File: config.mk
export PLATFORM = sky130hd
export DESIGN_NAME = pc_next_unit_flat
export DESIGN_NICKNAME = d
export VERILOG_FILES = /design/src/rtl/pc_next_if.sv /design/src/rtl/pc_next_unit.sv /design/src/flat_wrapper.sv
export SDC_FILE = /design/constraint.sdc
export NUM_CORES = 1
export LEC_CHECK = 0
export ABC_AREA = 1
export BUFFER_PORTS_ARGS = -buffer_cell sky130_fd_sc_hd__buf_4
export CORE_ASPECT_RATIO = 0.5
export CORE_MARGIN = 1.5
export CORE_UTILIZATION = 47
export DETAILED_ROUTE_END_ITERATION = 10
export PLACE_DENSITY = 0.78
export SETUP_SLACK_MARGIN = 0.2
export SYNTH_ARGS = -nofsm -noshare
export SYNTH_HDL_FRONTEND = slang
export SYNTH_SLANG_ARGS = --single-unit
File: constraint.sdc
create_clock -name clock -period 2.15 [get_ports clock]
set_input_delay 0.1075 -clock clock [delete_from_list [all_inputs] [get_ports clock]]
set_output_delay 0.1075 -clock clock [all_outputs]
set_load 0.02 [all_outputs]
File: src/rtl/pc_next_if.sv
// Bus bundle between the PC stage and its surrounding control/datapath.
//   master: drives pc_src, imm, jump_target, reg_target, stall and halt,
//           and receives pc, pc_plus_c, fetch_en, trap, halted
//           (and redirect_cnt when PC_REDIRECT_COUNT_EN is defined).
//   slave : the PC stage side of the same signals.
// Macro PC_REDIRECT_COUNT_EN adds the redirect_cnt signal.
interface pc_next_if #(
  parameter int unsigned AW    = 16,
  parameter int unsigned IMM_W = 8
);
  logic [1:0]       pc_src;
  logic [IMM_W-1:0] imm;
  logic [AW-1:0]    jump_target;
  logic [AW-1:0]    reg_target;
  logic             stall;
  logic             halt;
  logic [AW-1:0]    pc;
  logic [AW-1:0]    pc_plus_c;
  logic             fetch_en;
  logic             trap;
  logic             halted;
`ifdef PC_REDIRECT_COUNT_EN
  logic [15:0]      redirect_cnt;
`endif

  modport master (
    output pc_src, imm, jump_target, reg_target, stall, halt,
    input  pc, pc_plus_c, fetch_en, trap, halted
`ifdef PC_REDIRECT_COUNT_EN
    , input redirect_cnt
`endif
  );

  modport slave (
    input  pc_src, imm, jump_target, reg_target, stall, halt,
    output pc, pc_plus_c, fetch_en, trap, halted
`ifdef PC_REDIRECT_COUNT_EN
    , output redirect_cnt
`endif
  );
endinterface

File: src/rtl/pc_next_unit.sv
// Program-counter stage: holds the architectural PC, selects the next PC
// from sequential / branch / jump / jump-register sources, and handles
// stall, halt and misaligned-target traps. Drives instruction-fetch enable.
// Ports:
//   clock   : rising-edge clock
//   reset_n : asynchronous active-low reset
//   bus     : pc_next_if slave modport
//             in : pc_src[1:0], imm[IMM_W-1:0], jump_target, reg_target,
//                  stall, halt
//             out: pc (reg), pc_plus_c (comb), fetch_en (reg), trap (reg),
//                  halted (reg), redirect_cnt[15:0] (reg, optional)
// Optional macro PC_REDIRECT_COUNT_EN adds the saturating redirect counter.
module pc_next_unit #(
  parameter int unsigned    AW          = 16,
  parameter int unsigned    INSTR_BYTES = 2,
  parameter int unsigned    IMM_W       = 8,
  parameter logic [AW-1:0]  RESET_VEC   = AW'(16'h0000),
  parameter logic [AW-1:0]  TRAP_VEC    = AW'(16'h0010)
) (
  input  logic   clock,
  input  logic   reset_n,
  pc_next_if.slave bus
);

  localparam int unsigned SH = (INSTR_BYTES == 4) ? 2 : 1;

  typedef enum logic [1:0] {
    IDLE = 2'd0,
    RUN  = 2'd1,
    HALT = 2'd2
  } state_t;

  state_t        state;
  logic [AW-1:0] pc_q;
  logic          fetch_en_q;
  logic          trap_q;
  logic          halted_q;

  logic [AW-1:0] pc_plus;
  logic [AW-1:0] imm_sext;
  logic [AW-1:0] next_pc;
  logic          misaligned;

  // Sequential/link value; all arithmetic wraps modulo 2^AW.
  assign pc_plus  = pc_q + AW'(INSTR_BYTES);
  assign imm_sext = {{(AW-IMM_W){bus.imm[IMM_W-1]}}, bus.imm};

  // Next-PC source select.
  always_comb begin
    next_pc = pc_plus;
    unique case (bus.pc_src)
      2'b00: next_pc = pc_plus;
      2'b01: next_pc = pc_plus + (imm_sext << SH);
      2'b10: next_pc = bus.jump_target;
      2'b11: next_pc = bus.reg_target;
      default: next_pc = pc_plus;
    endcase
  end

  assign misaligned = |next_pc[SH-1:0];

  // Control FSM with registered PC, fetch enable, trap and halted flags.
  always_ff @(posedge clock or negedge reset_n) begin
    if (!reset_n) begin
      state      <= IDLE;
      pc_q       <= RESET_VEC;
      fetch_en_q <= 1'b0;
      trap_q     <= 1'b0;
      halted_q   <= 1'b0;
    end else begin
      unique case (state)
        IDLE: begin
          state      <= RUN;
          fetch_en_q <= 1'b1;
          trap_q     <= 1'b0;
        end
        RUN: begin
          if (bus.stall) begin
            // Halt is deliberately ignored while stalled.
            trap_q <= 1'b0;
          end else if (bus.halt) begin
            state      <= HALT;
            fetch_en_q <= 1'b0;
            halted_q   <= 1'b1;
            trap_q     <= 1'b0;
          end else if (misaligned) begin
            pc_q   <= TRAP_VEC;
            trap_q <= 1'b1;
          end else begin
            pc_q   <= next_pc;
            trap_q <= 1'b0;
          end
        end
        HALT: begin
          fetch_en_q <= 1'b0;
          halted_q   <= 1'b1;
          trap_q     <= 1'b0;
        end
        default: begin
          state      <= IDLE;
          fetch_en_q <= 1'b0;
          trap_q     <= 1'b0;
          halted_q   <= 1'b0;
        end
      endcase
    end
  end

`ifdef PC_REDIRECT_COUNT_EN
  logic [15:0] redirect_cnt_q;

  // Counts accepted non-sequential redirects (traps included), saturating.
  always_ff @(posedge clock or negedge reset_n) begin
    if (!reset_n) begin
      redirect_cnt_q <= 16'd0;
    end else if (state == RUN && !bus.stall && !bus.halt &&
                 bus.pc_src != 2'b00 && redirect_cnt_q != 16'hFFFF) begin
      redirect_cnt_q <= redirect_cnt_q + 16'd1;
    end
  end

  assign bus.redirect_cnt = redirect_cnt_q;
`endif

  assign bus.pc        = pc_q;
  assign bus.pc_plus_c = pc_plus;
  assign bus.fetch_en  = fetch_en_q;
  assign bus.trap      = trap_q;
  assign bus.halted    = halted_q;

endmodule

File: src/flat_wrapper.sv
// flat-port wrapper written by rule: the top's interface ports become plain ports
module pc_next_unit_flat 
#(
  parameter int unsigned    AW          = 16,
  parameter int unsigned    INSTR_BYTES = 2,
  parameter int unsigned    IMM_W       = 8,
  parameter logic [AW-1:0]  RESET_VEC   = AW'(16'h0000),
  parameter logic [AW-1:0]  TRAP_VEC    = AW'(16'h0010)
)
  (clock, reset_n, bus_pc_src, bus_imm, bus_jump_target, bus_reg_target, bus_stall, bus_halt, bus_pc, bus_pc_plus_c, bus_fetch_en, bus_trap, bus_halted);
  pc_next_if #(.AW(AW), .IMM_W(IMM_W)) bus_i ();
  input  logic clock;
  input  logic reset_n;
  input wire logic [$bits(bus_i.pc_src)-1:0] bus_pc_src;
  input wire logic [$bits(bus_i.imm)-1:0] bus_imm;
  input wire logic [$bits(bus_i.jump_target)-1:0] bus_jump_target;
  input wire logic [$bits(bus_i.reg_target)-1:0] bus_reg_target;
  input wire logic [$bits(bus_i.stall)-1:0] bus_stall;
  input wire logic [$bits(bus_i.halt)-1:0] bus_halt;
  output wire logic [$bits(bus_i.pc)-1:0] bus_pc;
  output wire logic [$bits(bus_i.pc_plus_c)-1:0] bus_pc_plus_c;
  output wire logic [$bits(bus_i.fetch_en)-1:0] bus_fetch_en;
  output wire logic [$bits(bus_i.trap)-1:0] bus_trap;
  output wire logic [$bits(bus_i.halted)-1:0] bus_halted;
  assign bus_i.pc_src = bus_pc_src;
  assign bus_i.imm = bus_imm;
  assign bus_i.jump_target = bus_jump_target;
  assign bus_i.reg_target = bus_reg_target;
  assign bus_i.stall = bus_stall;
  assign bus_i.halt = bus_halt;
  assign bus_pc = bus_i.pc;
  assign bus_pc_plus_c = bus_i.pc_plus_c;
  assign bus_fetch_en = bus_i.fetch_en;
  assign bus_trap = bus_i.trap;
  assign bus_halted = bus_i.halted;
  pc_next_unit #(.AW(AW), .INSTR_BYTES(INSTR_BYTES), .IMM_W(IMM_W), .RESET_VEC(RESET_VEC), .TRAP_VEC(TRAP_VEC)) u_core (.clock(clock), .reset_n(reset_n), .bus(bus_i));
endmodule
# Yosys cells after proc, flatten, opt, wreduce, memory -nomap -nowiden
# Index checks and enable logic that the tools add are counted.
# totals
register_bits	21
# op_classes
n_mux	15
n_reduce_logical	6
add_sub_neg	2
bitwise_logic	4
eq_ne	7
# op_table
operator	n
one-hot mux 16 bit (4 select lines)	1
adder 16 bit	1
adder 16 x 2 -> 16 bit (second input constant)	1
two-way mux 16 bit	1
AND reduction 3 bit	3
two-way mux 1 bit	8
== test 2 bit (second input constant)	3
one-hot mux 2 bit (3 select lines)	1
== test 2 x 1 -> 1 bit (second input constant)	2
zero test 2 bit	2
two-way mux 2 bit	2
!= test 2 bit (second input constant)	2
inverter 1 bit	4
one-hot mux 1 bit (3 select lines)	1
one-hot mux 1 bit (2 select lines)	1
AND reduction 2 bit	1

# Logic depth before layout (Yosys ltp)
# Gate-level depths: netlist of run 1.
# logic_depth
ltp_word	7
mapped_depth	20
depth_no_buf	20

# Worst setup path after synthesis of run 1
# OpenSTA, ideal clock, no wires.
# synth_timing
kind	register to register
startpoint	reg u_core.pc_q[1] (netlist: u_core.bus.pc[1])
endpoint	reg u_core.pc_q[15] (netlist: u_core.bus.pc[15])
t_required_ns	2.034
stages_incl_launch_ff	19
arrival_ns	2.651
slack_ns	-0.617
n_path_buf	0
cell_sequence	dfrtp_1 -> ha_1 -> nand2_1 -> nor2_2 -> inv_1 -> nor3_2 -> nand2_1 -> xor2_1 -> ha_1 -> nand2_1 -> nor2_1 -> nand2_1 -> nand3_1 -> nor2_1 -> nand3_2 -> nand3_1 -> nand2_1 -> nand2_1 -> nand2_1
# synth_between
elab_chain_cells	4
# synth_rtl
item	line_no	text
start: declaration	pc_next_unit.sv:34	logic [AW-1:0] pc_q;
start signal: assignment	pc_next_unit.sv:90	pc_q <= next_pc;
adder 16 x 2 -> 16 bit	pc_next_unit.sv:45	assign pc_plus = pc_q + AW'(INSTR_BYTES);
via bus_pc_plus_c[13]	flat_wrapper.sv:21	output wire logic [$bits(bus_i.pc_plus_c)-1:0] bus_pc_plus_c;
adder 16 bit	pc_next_unit.sv:53	2'b01: next_pc = pc_plus + (imm_sext << SH);
one-hot mux 16 bit (4 select lines)	pc_next_unit.sv:51	unique case (bus.pc_src)
two-way mux 16 bit	pc_next_unit.sv:86	end else if (misaligned) begin
# The timed path passes the listed nets, and every way through them passes these cells.
# A chain may end at the register's enable or synchronous reset.

# Worst setup path in the final report of run 1
# layout_timing
startpoint	reg u_core.pc_q[4] (netlist: u_core.bus.pc[4])
endpoint	reg u_core.pc_q[13] (netlist: u_core.bus.pc[13])
# layout_between
elab_chain_cells	4
# layout_rtl
item	line_no
adder 16 x 2 -> 16 bit (*)	pc_next_unit.sv:45
adder 16 bit	pc_next_unit.sv:53
one-hot mux 16 bit (4 select lines) (*)	pc_next_unit.sv:51
two-way mux 16 bit (*)	pc_next_unit.sv:86
# Mark *: on every way between the ends. The rest lies on a longest branch, timed or not.

==> flow_summary.yaml, run 1 <==
die:
  die_area_sq_um: 5610
  fp.dieH_um: 53.7
  dieWidth_um: 104
  placementRows: 18
  initial_util_pct: 49.0
  core_footprint_sq_um: 4930
  boundaryPins: 81
sta:
  rsz0062_at_grt: "true"
  final-setup-viol-count: 13
  period_needed_ps: 2920
  post-route-period-util_pct: 136
  finalWorstSetupSlack_ps: -769
  clock_skew_ps: 6.89
  final-max-slew-violation-count: 0
  hold_violations: 0
  max_clock_freq_mhz: 343
global_route:
  grt-ovfl-total: 0
  globalRouteMet1Util_pct: 46.8
  grt_busiest_layer: "met2"
  largest_net_degree_at_the_start_of_global_routing: 21
  grt_pass1_vias: 3226
  grt_use_met3_pct: 6.66
  global_route.usage.met2_pct: 63.0
  grt.total_usage_pct: 36.4
  initial_antenna_violation_count: 0
  first_pass_grt_wire_length_um: 15600
logic_synthesis:
  netlist.area_leader.share_pct: 20.7
  synth_most_common_cell: "nand2_1"
  ys_types: 33
  synth_largest_area_cell: "dfrtp_1"
  synthCells: 400
  number_of_storage_elements_in_the_synthesis_netlist: 20
  yosysSeqAreaShare_pct: 20.7
  postSynthAreaPerCell_sq_um: 6.05
  synth-edff-count: 0
  synth_flop_type: "dfrtp_1"
  synthTopCellsByArea: "dfrtp_1 (21%), nand2_1 (20%), ha_1 (9.8%), inv_1 (7.6%), nor2_1 (6.8%)"
  async_flop_share_pct: 100
  yosys_warnings: 0
  netlist_area_sq_um: 2420
  synth_commonest_cells: "nand2_1 (129), inv_1 (49), nor2_1 (44)"
route:
  drt_iter0_drc: 768
  drc_errors: 0
  antenna_nets_post_route: 0
  routed_wirelength_um: 16000
  wire_per_inst_um: 25.0
  num_vias: 4218
  vias_per_cell: 6.60
  first_pass_iters: 6
final_layout:
  design.final.nets: 636
  synthToLayoutAreaGrowth_pct: 97.5
  post_route_cells_drive_above_1_share_pct: 58.7
  num-fill-cells: 94
  layout.area.seq_sq_um: 509
  multi_input_area_sq_um: 2540
  total_inserted_antenna_cells: 0
  final_util_pct: 96.8
cts:
  clock-root-buffer: "clkbuf_8"
  cts_max_level: 1
  clk_transition_reported_paths_ps: 80
  clock_sinks: 20
  insertion_delay_ps: 270
  cts-buffers-inserted: 3
  tritoncts: "built"
  number_of_buffers_between_clock_root_and_the_deepest_sink: 2
status:
  violated_checks: "setup timing"
  status: "finished, violations left"
hold_path:
  hold_path.class: "in -> reg"
critical_path:
  worstSetupPathType: "reg -> reg"
  crit_arrival_ps: 3060
  setup.worst_path.start_class: "flop"
  critical_path_required_ps: 2290
  worstPathMaxFanout: 3
  cp-end-kind: "flop"
pwr:
  finalPower_mw: 7.42
  static-leakage-power_nw: 2.38
  power.density_nw_per_um2: 1550
  vdd.ir_drop.worst_mv: 1.21
placed_design:
  numPortBuffers: 78
  gp_routability_congestion: 0.974
  detailedPlacementHpwl_um: 7020
job:
  max_capacitance_violation_total: 0
## power breakdown
group / leakage [nW] / total [mW] / internal, mW / switching, mW
Combinational: 2.11 / 6.36 / 2.76 / 3.60
Clock: 0.0228 / 0.271 / 0.133 / 0.139
Sequential: 0.242 / 0.791 / 0.559 / 0.232
Total: 2.38 / 7.42 / 3.45 / 3.97
## stage by stage
step                      hold WS [ps]  cell area [sq um]  TNS [ps]  cells  setup WS (ps)
after floorplan                   -188               2540     -2210    401           -242
after global placement            4.42               3670     -4320    611           -500
after detailed placement          2.38               3670     -4790    611           -522
after CTS                          189               4200     -3130    626           -384
after global routing               276               4780     -7290    639           -916
final                              242               4780     -6930    639           -769
## routing by layer
metal  wire length (um)  share of wire [%]
met5                  0                  0
met4               1620                 10
met3               2300                 14
met2               6620                 41
met1               5410                 34
## layout make-up
| class | count | area share (%) |
|---|---|---|
| Inverter | 51 | 4.27 |
| Timing Repair Buffer | 172 | 29.1 |
| Sequential cell | 20 | 10.7 |
| Tap cell | 70 | 1.83 |
| Multi-Input combinational cell | 322 | 53.2 |
| Clock buffer | 4 | 0.943 |
## critical path, stage by stage, from the launching register on
cell     delay, ps
dfrtp_2        420
inv_4           60
nor3_4         210
nand2_2        170
nor2_4         140
xor2_2         240
inv_2          110
ha_4           310
buf_6          120
nand2_4         70
o21ai_2        200
nand2_1        100
nand3_1        140
nand2_1         90
nand2_1         80
o21ai_1         70
nand2_1        130
nand2_1        100
## layout by cell type (no fill, tap or decap), types with 3 or more instances in the layout
| cell | Yosys | layout |
|---|---|---|
| o211ai_1 | 5 | 5 |
| o21ai_0 | 25 | 9 |
| o21ai_2 | 1 | 4 |
| ha_4 | 0 | 14 |
| a21oi_1 | 23 | 13 |
| a21oi_2 | 0 | 5 |
| nand3_2 | 1 | 14 |
| inv_2 | 2 | 12 |
| or2_4 | 0 | 3 |
| o22ai_2 | 0 | 4 |
| a21oi_4 | 0 | 5 |
| buf_4 | 4 | 145 |
| inv_4 | 0 | 3 |
| xor2_2 | 0 | 5 |
| dfrtp_1 | 20 | 13 |
| dfrtp_2 | 0 | 7 |
| ha_1 | 19 | 5 |
| nand3_1 | 32 | 17 |
| inv_1 | 49 | 35 |
| nor3_4 | 0 | 3 |
| nand2_2 | 4 | 25 |
| nor2_4 | 0 | 14 |
| nor2_1 | 44 | 25 |
| nor2_2 | 3 | 8 |
| nand2_4 | 0 | 19 |
| o21ai_1 | 2 | 13 |
| buf_6 | 0 | 26 |
| xor2_4 | 0 | 3 |
| clkbuf_8 | 2 | 3 |
| nand2_1 | 129 | 88 |
## path summary, 6_finish.rpt
| check | startpoint | to | slack [ps] | depth (start not counted) |
|---|---|---|---|---|
| min in group asynchronous | reset_n | u_core.bus.pc[9] | 260 | 2 |
| worst max-delay path | u_core.bus.pc[4] | u_core.bus.pc[13] | -770 | 17 |
| worst max register to register | u_core.bus.pc[4] | u_core.bus.pc[13] | -770 | 17 |
| max in group asynchronous | reset_n | u_core.bus.pc[4] | 1660 | 2 |
| worst min register to register | u_core.bus.halted | u_core.bus.halted | 560 | 1 |
| worst min-delay path | bus_reg_target[14] | u_core.bus.pc[14] | 240 | 5 |
## repair_timing
item	CTS	global route
hold buffers	1	0
cloned	0	0
resized for setup	98	122
endpoints found under the setup margin	17	22
endpoints found under the hold margin	20	0
setup buffers	10	13
pin swaps	32	39
## sequential cells by signal, summed over array words and instances (netlist names)
name,count
u_core.bus.trap,1
u_core.state,2
u_core.bus.pc,15
u_core.bus.halted,1
u_core.bus.fetch_en,1
## kinds of logic (layout without fill, tap and decap cells)
| kind of cell | Yosys count | count (layout) | synth area share, % |
|---|---|---|---|
| AOI/OAI and AO/OA | 65 | 65 | 14.9 |
| DFF | 20 | 20 | 20.7 |
| muxes | 1 | 1 | 0.466 |
| other | 1 | 2 | 0.155 |
| buffers and inverters | 59 | 227 | 10.7 |
| and+or+nand+nor | 225 | 225 | 39.2 |
| adders and majority gates | 20 | 20 | 10.7 |
| xor gates and xnor gates | 9 | 9 | 3.26 |
Note: power is estimated with default switching activity, not from simulation.
==> inputs of run 2 (changes only) <==
--- a/config.mk
+++ b/config.mk
@@ -7,7 +7,7 @@
 export LEC_CHECK = 0
 export ABC_AREA = 1
 export BUFFER_PORTS_ARGS = -buffer_cell sky130_fd_sc_hd__buf_4
-export CORE_ASPECT_RATIO = 0.5
+export CORE_ASPECT_RATIO = 1.1
 export CORE_MARGIN = 1.5
 export CORE_UTILIZATION = 47
 export DETAILED_ROUTE_END_ITERATION = 10
==> flow_summary.yaml, run 2 (synthesis results as in run 1) <==
final_layout:
  num-fill-cells: 211
  layout.cells.most_common_list: "buf_4 (132), nand2_1 (96), inv_1 (37)"
  final_cell_area_sq_um: 4490
  design.final.nets: 620
  largest_reg_flops: 15
  layout_commonest_cell: "buf_4"
  total_inserted_antenna_cells: 0
  post_route_cells_drive_above_1_share_pct: 55.2
  synthToLayoutAreaGrowth_pct: 85.7
  layoutNonFillerInstCount: 611
cts:
  number_of_buffers_between_clock_root_and_the_deepest_sink: 2
  cts_max_level: 1
  cts-buffers-inserted: 3
  clock_sinks: 20
  clock-root-buffer: "clkbuf_8"
  insertion_delay_ps: 260
  clk_transition_reported_paths_ps: 70
  tritoncts: "built"
placed_design:
  place_area_sq_um: 3600
  post-place-cells: 592
  detailedPlacementHpwl_um: 6910
  numPortBuffers: 78
  placement.setup.worst_slack_ps: -444
  gp_routability_congestion: 0.899
critical_path:
  setup.worst_path.start_class: "flop"
  timing.rr.start: "u_core.bus.pc[2]"
  critical_path.startpoint: "u_core.bus.pc[2]"
  crit_arrival_ps: 2740
  worstSetupPathType: "reg -> reg"
  worstPathMaxFanout: 4
  critical_path_required_ps: 2290
  cp-end-kind: "flop"
die:
  placementRows: 27
  fp.dieH_um: 78.2
  initial_util_pct: 48.7
  boundaryPins: 81
  dieWidth_um: 71.4
  die_area_sq_um: 5590
  core_footprint_sq_um: 4970
sta:
  finalWorstSetupSlack_ps: -459
  timing.max_slew.rel_slack_pct: 48.0
  worst_tran_pin_value_ps: 777
  max_clock_freq_mhz: 383
  final-setup-viol-count: 12
  final-max-slew-violation-count: 0
  timing.hold.ws_ps: 250
  period_needed_ps: 2610
  clock_skew_ps: 10.5
  post-route-period-util_pct: 121
  hold_violations: 0
  rsz0062_at_grt: "true"
route:
  routed_wirelength_um: 11800
  wire_per_inst_um: 19.4
  first_pass_iters: 7
  vias_per_cell: 6.05
  drt_iter0_drc: 375
  num_vias: 3698
  drc_errors: 0
  antenna_nets_post_route: 0
global_route:
  grt-ovfl-total: 0
  grt.total_usage_pct: 35.6
  grt_pass1_vias: 3429
  initial_antenna_violation_count: 0
  largest_net_degree_at_the_start_of_global_routing: 21
  first_pass_grt_wire_length_um: 15900
status:
  status: "finished, violations left"
  violated_checks: "setup timing"
hold_path:
  hold_path.class: "in -> async"
pwr:
  static-leakage-power_nw: 2.23
  power.density_nw_per_um2: 1450
  vdd.ir_drop.worst_mv: 1.12
job:
  max_capacitance_violation_total: 0
## run 2: layout make-up
class	instances	area [sq um]	area share [%]
inverter	51	199	4.43
sequential	20	509	11.3
multi-input combinational	322	2410	53.6
timing repair buffer	156	1260	28.1
clock buffer	4	45.0	1.00
tap	58	72.6	1.62
## run 2: where the power goes
group	internal [mW]	switching, mW
combinational	2.52	2.97
clock	0.132	0.117
sequential	0.560	0.197
## run 2: path summary, 6_finish.rpt
kind	end	slack (ps)	depth (start not counted)
setup / recovery	u_core.bus.pc[11]	-460	16
hold / removal	u_core.bus.pc[8]	250	2
setup reg to reg	u_core.bus.pc[11]	-460	16
hold reg to reg	u_core.bus.halted	540	1
max in group asynchronous	u_core.bus.pc[1]	1680	2
min in group clock	u_core.bus.fetch_en	250	3
## run 2: metal layers
| metal | routed length [um] | track usage (%) |
|---|---|---|
| met2 | 5950 | 64.1 |
| met3 | 1090 | 3.98 |
| met4 | 620 | 12.6 |
| met1 | 4170 | 43.2 |
| met5 | 0 | 0 |
## run 2: per-stage QoR
stage | TNS, ps | utilization, % | total power, mW
2_1_floorplan | -2210 | - | 2.78
3_3_place_gp | -2970 | 72.6 | 4.40
3_5_place_dp | -3920 | 72.6 | 4.52
4_1_cts | -2230 | 81.8 | 5.39
5_1_grt | -5150 | 90.5 | 6.78
6_report | -3970 | 90.5 | 6.50
## run 2: critical path, stage by stage (launching register included)
cell and delay [ps]:
dfrtp_2 430, nand2_4 70, nor3_4 300, nand2_4 140, nor2_4 150, xor2_2 170
inv_2 90, ha_4 310, nand2_2 110, nor2_4 130, inv_1 70, nor2_2 120
o21ai_0 80, nand3_1 80, nand2_1 80, nand3_1 90, nand2_1 70
## run 2: what timing repair did
item                                    in CTS  in global routing
hold buffers                                 1                  0
buffers inserted                             7                  7
pin swaps                                   40                 46
gates resized for setup                     79                102
hold endpoints to repair                    20                  0
endpoints found under the setup margin      14                 22
==> inputs of run 3 (changes only) <==
--- a/config.mk
+++ b/config.mk
@@ -12,7 +12,6 @@
 export CORE_UTILIZATION = 47
 export DETAILED_ROUTE_END_ITERATION = 10
 export PLACE_DENSITY = 0.78
-export SETUP_SLACK_MARGIN = 0.2
 export SYNTH_ARGS = -nofsm -noshare
 export SYNTH_HDL_FRONTEND = slang
 export SYNTH_SLANG_ARGS = --single-unit
==> flow_summary.yaml, run 3 (synthesis results as in run 1) <==
status:
  status: "finished, violations left"
  violated_checks: "setup timing"
cts:
  insertion_delay_ps: 270
  clock-root-buffer: "clkbuf_8"
  clock_sinks: 20
  cts-buffers-inserted: 3
  cts_max_level: 1
  tritoncts: "built"
  clk_transition_reported_paths_ps: 80
  number_of_buffers_between_clock_root_and_the_deepest_sink: 2
placed_design:
  post-place-cells: 589
  numPortBuffers: 78
  gp_routability_congestion: 0.889
  detailedPlacementHpwl_um: 6890
die:
  die_area_sq_um: 5590
  placementRows: 27
  dieWidth_um: 71.4
  boundaryPins: 81
  fp.dieH_um: 78.2
  core_footprint_sq_um: 4970
  initial_util_pct: 48.7
global_route:
  grt-ovfl-total: 0
  grt_pass1_vias: 3396
  grt.total_usage_pct: 35.6
  grt_use_met3_pct: 3.08
  grt_busiest_layer: "met2"
  first_pass_grt_wire_length_um: 15700
  globalRouteMet1Util_pct: 44.6
  global_route.usage.met2_pct: 62.7
  largest_net_degree_at_the_start_of_global_routing: 21
  initial_antenna_violation_count: 0
sta:
  rsz0062_at_grt: "true"
  hold_violations: 0
  final-setup-viol-count: 12
  period_needed_ps: 2590
  post-route-period-util_pct: 120
  final-max-slew-violation-count: 0
  finalWorstSetupSlack_ps: -440
  clock_skew_ps: 5.36
  max_clock_freq_mhz: 386
final_layout:
  synthToLayoutAreaGrowth_pct: 84.7
  final_util_pct: 89.9
  post_route_cells_drive_above_1_share_pct: 57.0
  design.final.nets: 623
  total_inserted_antenna_cells: 0
  layoutNonFillerInstCount: 614
  layout_commonest_cell: "buf_4"
  largest_reg_flops: 15
  layout.cells.most_common_list: "buf_4 (150), nand2_1 (87), inv_1 (35)"
job:
  max_capacitance_violation_total: 0
critical_path:
  worstSetupPathType: "reg -> reg"
  cp-end-kind: "flop"
  worstPathMaxFanout: 4
  critical_path_required_ps: 2360
  crit_arrival_ps: 2800
  setup.worst_path.start_class: "flop"
route:
  drc_errors: 0
  routed_wirelength_um: 12300
  drt_iter0_drc: 314
  first_pass_iters: 5
  num_vias: 3721
  vias_per_cell: 6.06
  antenna_nets_post_route: 0
  wire_per_inst_um: 20.0
hold_path:
  hold_path.class: "in -> reg"
pwr:
  power.density_nw_per_um2: 1470
  vdd.ir_drop.worst_mv: 1.10
  static-leakage-power_nw: 2.26
-- run 3: cell count changes in the layout (fill, tap and decap cells not counted), sizes merged --
cell  previous run  this run
buf            155       158
-- run 3: timing repair --
item | CTS | global route
buffers inserted | 11 | 9
pin swaps | 48 | 47
hold endpoints to repair | 20 | 0
setup endpoints to repair | 12 | 15
hold buffers | 1 | 0
resized for setup | 98 | 76
-- run 3: layout make-up --
cell class	count	area, sq um
clock buffers	4	55.1
fillers	237	499
inverters	51	191
multi-input cells	322	2410
flip-flops and latches	20	509
well taps	58	72.6
repair buffers	159	1230
-- run 3: layer usage --
metal,vias to the layer above,share of wire (%),wire [um]
met1,1737,35,4300
met5,-,0,0
met4,0,6.9,847
met3,100,8.1,995
met2,290,50,6170
li1,1594,-,-
-- run 3: stage by stage --
| step | setup slack, ps | area, sq um | power, mW | hold WS [ps] | setup TNS [ps] |
|---|---|---|---|---|---|
| floorplan | -242 | 2540 | 2.78 | -188 | -2210 |
| global placement | -338 | 3580 | 4.38 | -2.50 | -2920 |
| detailed placement | -433 | 3580 | 4.47 | -2.94 | -4010 |
| CTS | -287 | 4120 | 5.54 | 181 | -2520 |
| global route | -534 | 4470 | 6.84 | 228 | -4820 |
| finish | -440 | 4470 | 6.56 | 191 | -3750 |
-- run 3: power breakdown --
group | internal, mW | total (mW) | switching (mW)
combinational | 2.46 | 5.51 | 3.05
sequential | 0.559 | 0.749 | 0.189
clock | 0.164 | 0.304 | 0.141
total | 3.19 | 6.56 | 3.38
-- run 3: critical path, cell delays in order, from the launching register on --
cell and delay [ps]:
dfrtp_2 430, ha_4 180, nand2_4 60, nor2_4 100
inv_2 60, nor3_4 180, nand2_1 150, nand2_4 120
ha_4 220, a21oi_2 190, nor2_1 80, nor2_1 150
nand3_2 130, nand2_1 70, nand2_1 50, o21ai_1 170
nand2_1 90, nand2_1 70
-- run 3: final timing paths --
kind / startpoint / end / slack (ps) / cells past startpoint
max in group asynchronous: reset_n / u_core.bus.pc[3] / 1660 / 2
min in group asynchronous: reset_n / u_core.bus.pc[13] / 240 / 2
min reg2reg: u_core.bus.halted / u_core.bus.halted / 530 / 1
min: bus_jump_target[15] / u_core.bus.pc[15] / 190 / 5
max: u_core.bus.pc[2] / u_core.bus.pc[12] / -440 / 17
max reg2reg: u_core.bus.pc[2] / u_core.bus.pc[12] / -440 / 17
